$ cat src/rtl/ps2_kbd_pkg.sv
// Shared scan-code constants, parser states and the key event record for the PS/2 keyboard path.
// Combinational helpers only: no latency and no flow control live here.
package ps2_kbd_pkg;

  localparam logic [7:0] SC_BREAK      = 8'hF0;
  localparam logic [7:0] SC_EXT        = 8'hE0;
  localparam logic [7:0] SC_PAUSE      = 8'hE1;
  localparam logic [7:0] SC_FAKE_SHIFT = 8'h12;
  localparam logic [7:0] SC_ERR0       = 8'h00;
  localparam logic [7:0] SC_BAT_OK     = 8'hAA;
  localparam logic [7:0] SC_ACK        = 8'hFA;
  localparam logic [7:0] SC_RESEND     = 8'hFE;
  localparam logic [7:0] SC_ERR1       = 8'hFF;

  // Bytes following E1 that make up the rest of the Pause sequence.
  localparam logic [2:0] PAUSE_TAIL = 3'd7;

  typedef enum logic [2:0] {
    ST_IDLE,
    ST_EXT,
    ST_BRK,
    ST_EXT_BRK,
    ST_SKIP
  } ps2_state_e;

  typedef struct packed {
    logic [7:0] code;
    logic       ext;
    logic       brk;
    logic       rpt;
  } key_event_t;

  function automatic logic is_status(input logic [7:0] b);
    return (b == SC_ERR0) || (b == SC_BAT_OK) || (b == SC_ACK) ||
           (b == SC_RESEND) || (b == SC_ERR1);
  endfunction

endpackage

$ cat src/rtl/key_event_fifo.sv
// First-word-fall-through FIFO of key events; a push shows at head_o the cycle after it is written.
// No internal backpressure: a push while full is ignored unless a pop happens in the same cycle.
module key_event_fifo
  import ps2_kbd_pkg::*;
#(
  parameter int DEPTH = 8
) (
  input  logic                     clk,
  input  logic                     rst,
  input  logic                     push_i,
  input  key_event_t               push_dat_i,
  input  logic                     pop_i,
  output key_event_t               head_o,
  output logic                     full_o,
  output logic                     empty_o,
  output logic [$clog2(DEPTH):0]   count_o
);

  localparam int AW = $clog2(DEPTH);

  key_event_t    mem_q [DEPTH];
  logic [AW-1:0] wr_ptr_q, wr_ptr_d;
  logic [AW-1:0] rd_ptr_q, rd_ptr_d;
  logic [AW:0]   count_q, count_d;
  logic          push_ok, pop_ok;

  assign full_o  = (count_q == (AW+1)'(DEPTH));
  assign empty_o = (count_q == '0);
  assign count_o = count_q;
  assign head_o  = mem_q[rd_ptr_q];

  always_comb begin
    pop_ok   = pop_i && !empty_o;
    // A pop in the same cycle frees the slot, so a full FIFO can still accept.
    push_ok  = push_i && (!full_o || pop_ok);
    wr_ptr_d = push_ok ? wr_ptr_q + AW'(1) : wr_ptr_q;
    rd_ptr_d = pop_ok ? rd_ptr_q + AW'(1) : rd_ptr_q;
    count_d  = count_q;
    case ({push_ok, pop_ok})
      2'b10:   count_d = count_q + (AW+1)'(1);
      2'b01:   count_d = count_q - (AW+1)'(1);
      default: count_d = count_q;
    endcase
  end

  always_ff @(posedge clk or posedge rst) begin
    if (rst) begin
      for (int i = 0; i < DEPTH; i++) mem_q[i] <= '0;
      wr_ptr_q <= '0;
      rd_ptr_q <= '0;
      count_q  <= '0;
    end else begin
      if (push_ok) mem_q[wr_ptr_q] <= push_dat_i;
      wr_ptr_q <= wr_ptr_d;
      rd_ptr_q <= rd_ptr_d;
      count_q  <= count_d;
    end
  end

endmodule

$ cat src/rtl/ps2_key_event.sv
// PS/2 scan bytes -> make/break/repeat key events, queued in a FWFT FIFO; 2 cycles byte strobe to ev_valid.
// ev_ready pops the head; a full FIFO without a pop drops the new event and sets sticky overflow.
module ps2_key_event
  import ps2_kbd_pkg::*;
#(
  parameter int FIFO_DEPTH  = 8,
  parameter int HELD_KEYS   = 4,
  parameter int REPEAT_MODE = 0
) (
  input  logic                         clk,
  input  logic                         rst,
  input  logic                         byte_valid,
  input  logic [7:0]                   byte_data,
  output logic                         ev_valid,
  input  logic                         ev_ready,
  output logic [7:0]                   ev_code,
  output logic                         ev_ext,
  output logic                         ev_break,
  output logic                         ev_repeat,
  output logic [$clog2(FIFO_DEPTH):0]  fifo_count,
  output logic                         overflow,
  input  logic                         clr_overflow
);

  ps2_state_e state_q, state_d;
  logic [2:0] skip_q, skip_d;

  logic       emit;
  logic       em_ext;
  logic       em_brk;

  logic [HELD_KEYS-1:0] held_vld_q, held_vld_d;
  logic [8:0]           held_key_q [HELD_KEYS];
  logic [8:0]           held_key_d [HELD_KEYS];
  logic [HELD_KEYS-1:0] hit_vec;
  logic [HELD_KEYS-1:0] free_sel;
  logic                 free_found;

  logic       evt_vld_q, evt_vld_d;
  key_event_t evt_q, evt_d;

  logic       overflow_q, overflow_d;
  logic       fifo_full, fifo_empty, drop;
  key_event_t head;

  always_comb begin
    state_d = state_q;
    skip_d  = skip_q;
    emit    = 1'b0;
    em_ext  = 1'b0;
    em_brk  = 1'b0;
    if (byte_valid) begin
      unique case (state_q)
        ST_IDLE: begin
          if (byte_data == SC_BREAK) state_d = ST_BRK;
          else if (byte_data == SC_EXT) state_d = ST_EXT;
          else if (byte_data == SC_PAUSE) begin
            state_d = ST_SKIP;
            skip_d  = PAUSE_TAIL;
          end else if (!is_status(byte_data)) emit = 1'b1;
        end
        ST_EXT: begin
          if (byte_data == SC_BREAK) state_d = ST_EXT_BRK;
          else if (byte_data == SC_EXT) state_d = ST_EXT;
          else begin
            state_d = ST_IDLE;
            emit    = (byte_data != SC_FAKE_SHIFT);
            em_ext  = 1'b1;
          end
        end
        ST_BRK: begin
          state_d = ST_IDLE;
          emit    = 1'b1;
          em_brk  = 1'b1;
        end
        ST_EXT_BRK: begin
          state_d = ST_IDLE;
          emit    = (byte_data != SC_FAKE_SHIFT);
          em_ext  = 1'b1;
          em_brk  = 1'b1;
        end
        ST_SKIP: begin
          skip_d = skip_q - 3'd1;
          if (skip_q == 3'd1) state_d = ST_IDLE;
        end
        default: state_d = ST_IDLE;
      endcase
    end
  end

  // Lookup runs on the live byte against the registered table, so the table
  // written at edge k is already visible to the byte arriving at edge k+1.
  always_comb begin
    hit_vec    = '0;
    free_sel   = '0;
    free_found = 1'b0;
    for (int i = 0; i < HELD_KEYS; i++) begin
      hit_vec[i] = held_vld_q[i] && (held_key_q[i] == {em_ext, byte_data});
      if (!held_vld_q[i] && !free_found) begin
        free_sel[i] = 1'b1;
        free_found  = 1'b1;
      end
    end
  end

  always_comb begin
    held_vld_d = held_vld_q;
    held_key_d = held_key_q;
    evt_vld_d  = 1'b0;
    evt_d.code = byte_data;
    evt_d.ext  = em_ext;
    evt_d.brk  = em_brk;
    evt_d.rpt  = 1'b0;
    if (emit) begin
      if (em_brk) begin
        held_vld_d = held_vld_q & ~hit_vec;
        evt_vld_d  = 1'b1;
      end else if (|hit_vec) begin
        evt_d.rpt = 1'b1;
        evt_vld_d = (REPEAT_MODE != 0);
      end else begin
        evt_vld_d = 1'b1;
        for (int i = 0; i < HELD_KEYS; i++) begin
          if (free_sel[i]) begin
            held_vld_d[i] = 1'b1;
            held_key_d[i] = {em_ext, byte_data};
          end
        end
      end
    end
  end

  assign drop       = evt_vld_q && fifo_full && !ev_ready;
  assign overflow_d = drop ? 1'b1 : (clr_overflow ? 1'b0 : overflow_q);

  always_ff @(posedge clk or posedge rst) begin
    if (rst) begin
      state_q    <= ST_IDLE;
      skip_q     <= '0;
      held_vld_q <= '0;
      for (int i = 0; i < HELD_KEYS; i++) held_key_q[i] <= '0;
      evt_vld_q  <= 1'b0;
      evt_q      <= '0;
      overflow_q <= 1'b0;
    end else begin
      state_q    <= state_d;
      skip_q     <= skip_d;
      held_vld_q <= held_vld_d;
      held_key_q <= held_key_d;
      evt_vld_q  <= evt_vld_d;
      evt_q      <= evt_d;
      overflow_q <= overflow_d;
    end
  end

  key_event_fifo #(.DEPTH(FIFO_DEPTH)) u_fifo (
    .clk        (clk),
    .rst        (rst),
    .push_i     (evt_vld_q),
    .push_dat_i (evt_q),
    .pop_i      (ev_ready),
    .head_o     (head),
    .full_o     (fifo_full),
    .empty_o    (fifo_empty),
    .count_o    (fifo_count)
  );

  assign ev_valid  = !fifo_empty;
  assign ev_code   = head.code;
  assign ev_ext    = head.ext;
  assign ev_break  = head.brk;
  assign ev_repeat = head.rpt;
  assign overflow  = overflow_q;

endmodule

$ cat config.mk
export PLATFORM = sky130hd
export DESIGN_NAME = ps2_key_event
export DESIGN_NICKNAME = d
export VERILOG_FILES = /design/src/rtl/ps2_kbd_pkg.sv /design/src/rtl/key_event_fifo.sv /design/src/rtl/ps2_key_event.sv
export SDC_FILE = /design/constraint.sdc
export NUM_CORES = 1
export LEC_CHECK = 0
export BUFFER_PORTS_ARGS = -buffer_cell sky130_fd_sc_hd__buf_4
export CORE_MARGIN = 2
export CORE_UTILIZATION = 50
export CTS_CLUSTER_DIAMETER = 120
export DETAILED_ROUTE_END_ITERATION = 12
export HOLD_SLACK_MARGIN = 0.03
export PLACE_DENSITY = 0.69
export SLEW_MARGIN = 30
export SYNTH_ARGS = -nofsm -noshare
export SYNTH_HDL_FRONTEND = slang
export SYNTH_SLANG_ARGS = --single-unit
export TNS_END_PERCENT = 20
$ cat constraint.sdc
create_clock -name clk -period 6.05 [get_ports clk]
set_input_delay 1.5125 -clock clk [delete_from_list [all_inputs] [get_ports clk]]
set_output_delay 1.5125 -clock clk [all_outputs]
set_load 0.005 [all_outputs]
==> summary.md <==
| Metric | Value |
|---|---|
| Async SR Flop Fraction | 100% |
| Clk slew on worst S/H paths | 60 ps |
| Fraction of layout cells with a size suffix above 1 | 42.8% |
| Synth top cells by count | dfrtp_1, mux2_2, xnor2_1 |
| Setup total negative slack | 0 ps |
| Main synth FF type | dfrtp_1 |
| Worst EP required | 6350 ps |
| Max stage delay on crit path | 710 ps |
| Max-cap viol count | 0 |
| GRT Total Usage | 19.5% |
| Mapped Nets | 535 |
| Cell area after synthesis | 7300 sq um |
| Status | complete, no violations |
| Largest cells by area after synthesis | dfrtp_1, mux2_2, mux4_2 |
| Setup ws final | 1870 ps |
| Drt first pass iters | 4 |
| Number of hold buffers added after cts | 0 |
| Drt initial violations | 174 |
| Post-CTS setup repair buffer count | 0 |
| RSZ-0062 raised after global routing | no |
| Total gr overflow | 0 |
| Via count | 4198 |
| Worst vdd ir | 0.000239 V |
| Number of port buffers | 29 |
| Post_cts resized | 0 |
| Final number of setup-violating endpoints | 0 |
| Dpl hpwl | 9270 microns |
| Hold Fails Final Rpt | 0 |
| Crit Path Max Fanout | 13 |
| Gp weighted congestion | 0.841 |
| Core Area | 14400 sq um |
| Crit path cell chain | buf_4 -> and3_1 -> a311oi_4 -> xor2_1 -> or4b_2 -> nand4bb_1 -> or2_1 -> mux2_2 |
| Chip width | 125 microns |
| Synthesized flop and latch total | 157 |
| Number of buffers created by CTS | 17 |
| Top cell type's share of synthesized area | 53.8% |
| Post-DRT Antenna Nets | 0 |
| Met3 GRT Util | 4.25% |
| Critical path's slowest cell | or4b_2 |
| WL/cell | 19.2 microns |
| Worst reg2reg path depth | 7 |
| Fin crit share | 69.1% |
| Initial antenna violation count | 0 |
| Avg Cell Area, Syn | 14.2 sq um |
| Starting Density | 50.6% |
| Pin count of the biggest net entering global routing | 116 |
| Clock Tree Buf Depth | 2 |
| Clock Latency Late Sink | 420 ps |
| Post-Syn Instances | 514 |
| Critical Path End Type | flip-flop |
| GR Layer Usage met1 | 25.5% |
| CTS root buf | clkbuf_16 |
| Post-route DRC | 0 |
| Top Usage Layer GRT | met2 |
| Clk sinks | 157 |
| Die ar. | 15600 sq um |
| Die Y | 125 microns |
| Post-synth cell types | 47 |
| Layout Area Growth over Synthesis | 12.7% |
| Arrival @ worst endpoint | 4480 ps |
| Startpoint Class | primary input |
| Synth area leader | dfrtp_1 |
| Nets@finish | 561 |
| Yosys warning count | 0 |
| IO Pins | 30 |
| Vias in the first global route | 4556 |
| Min Hold Slack | 499 ps |
| Worst slew pin tran | 831 ps |
| P per Cell Area | 482 nW/um^2 |
| Routed vias/inst | 5.70 |
| Final WL | 14100 microns |
| Fin crit period | 4180 ps |
| H-tree depth | 4 |
| TritonCTS clock tree | done |
| Rel. slew slack | 44.4% |
| Leak | 0.00362 uW |
| Setup Crit Path Kind | primary input to flip-flop |
| Ant. Diodes | 0 |
| Hold path cells | 1 |
| Top-count cell post-synth | dfrtp_1 |
| Fmax | 239 MHz |
| Number of synthesized flops with an enable pin | 0 |
| Max Transition Viols Final | 0 |
| Seq/Total Area, Yosys | 53.8% |
| Worst min-delay path category | flip-flop to flip-flop |
| Met2 global-route usage | 32.3% |
| Rows | 44 |
| First-pass GRT wire length | 23600 microns |
| Worst clock skew | 9.61 ps |
| Place WS | 1460 ps |
## worst paths after layout
kind / start / to / slack, ps
min reg2reg: u_fifo.mem_q[14]$_DFFE_PP0P_ / u_fifo.mem_q[14]$_DFFE_PP0P_ / 500
min: u_fifo.mem_q[14]$_DFFE_PP0P_ / u_fifo.mem_q[14]$_DFFE_PP0P_ / 500
max: byte_data[7] / held_key_q[28]$_DFFE_PP0P_ / 1870
max reg2reg: state_q[2]$_DFFE_PP0P_ / held_key_q[28]$_DFFE_PP0P_ / 2720
max in group asynchronous: rst / u_fifo.mem_q[46]$_DFFE_PP0P_ / 3700
min in group asynchronous: rst / held_key_q[15]$_DFFE_PP0P_ / 1190
## metal layers
layer | vias to the layer above | wire, microns
li1 | 1904 | -
met1 | 2198 | 6400
met2 | 72 | 7120
met3 | 24 | 353
met4 | 0 | 236
met5 | - | 0
## layout by cell type (no fill, tap or decap), types with 2 or more instances in the layout
cell / netlist / final
xnor2_1: 33 / 33
nor2b_1: 3 / 3
a41oi_1: 2 / 2
nand2_1: 15 / 15
nand4_1: 11 / 11
or4b_2: 2 / 2
nor4_1: 2 / 2
buf_4: 0 / 35
nand3b_1: 5 / 5
inv_1: 16 / 15
a21oi_1: 5 / 5
and2_1: 2 / 2
nor4b_2: 0 / 2
nor3_2: 2 / 3
ha_1: 7 / 7
a21o_1: 3 / 3
or4_1: 3 / 3
o22ai_1: 2 / 2
mux4_2: 22 / 22
o21ai_0: 4 / 4
mux2_2: 137 / 137
xor2_1: 11 / 11
nand2b_1: 4 / 4
clkbuf_1: 19 / 2
dfrtp_1: 157 / 156
nor2_1: 10 / 10
nand3_1: 3 / 3
clkbuf_8: 0 / 3
clkinv_2: 0 / 9
nor3_1: 6 / 5
clkbuf_16: 0 / 17
## kinds of logic (layout without fill, tap and decap cells)
family	Yosys count	count (layout)	share of synthesized area [%]
buffers and inverters	44	82	2.31
and+or+nand+nor	78	78	6.66
AOI/OAI and AO/OA	23	23	2.43
xor gates and xnor gates	44	44	5.28
muxes	160	160	28.0
adders and majority gates	8	8	1.47
DFF	157	157	53.8
## power by group
part / switching [uW] / total, uW / internal [uW]
clock network: 390 / 937 / 547
logic: 456 / 1290 / 829
registers: 309 / 1740 / 1430
## worst max-delay path: cells and delay by family
kind            cells  cell delay [ps]
simple gates        4             1740
xor+xnor            1              150
compound gates      1              500
mux                 1              400
buf+inv             1              170
## cell type report
cell class / count / area, sq um
inverter: 16 / 67.6
clock buffer: 22 / 474
sequential: 157 / 3930
tap: 184 / 230
multi-input combinational: 313 / 3220
clock inverter: 9 / 45.0
timing repair buffer: 35 / 263
fill: 1155 / 6190
## per-stage QoR
stage | std cells | cell area (sq um) | utilization [%] | total power (uW)
2_1_floorplan | 514 | 7300 | - | 2650
3_3_place_gp | 705 | 7710 | 53.5 | 2990
3_5_place_dp | 705 | 7710 | 53.5 | 3060
4_1_cts | 736 | 8230 | 57.1 | 4010
5_1_grt | 736 | 8230 | 57.1 | 4210
6_report | 736 | 8230 | 57.1 | 3970
## state kept, by name, indices dropped and copies added, names as in the netlist
| signal | cells |
|---|---|
| evt_vld_q | 1 |
| held_vld_q | 4 |
| u_fifo.count_o | 4 |
| evt_q | 11 |
| state_q | 3 |
| overflow | 1 |
| u_fifo.wr_ptr_q | 3 |
| held_key_q | 36 |
| u_fifo.mem_q | 88 |
| skip_q | 3 |
| u_fifo.rd_ptr_q | 3 |
Note: power is estimated with default switching activity, not from simulation.
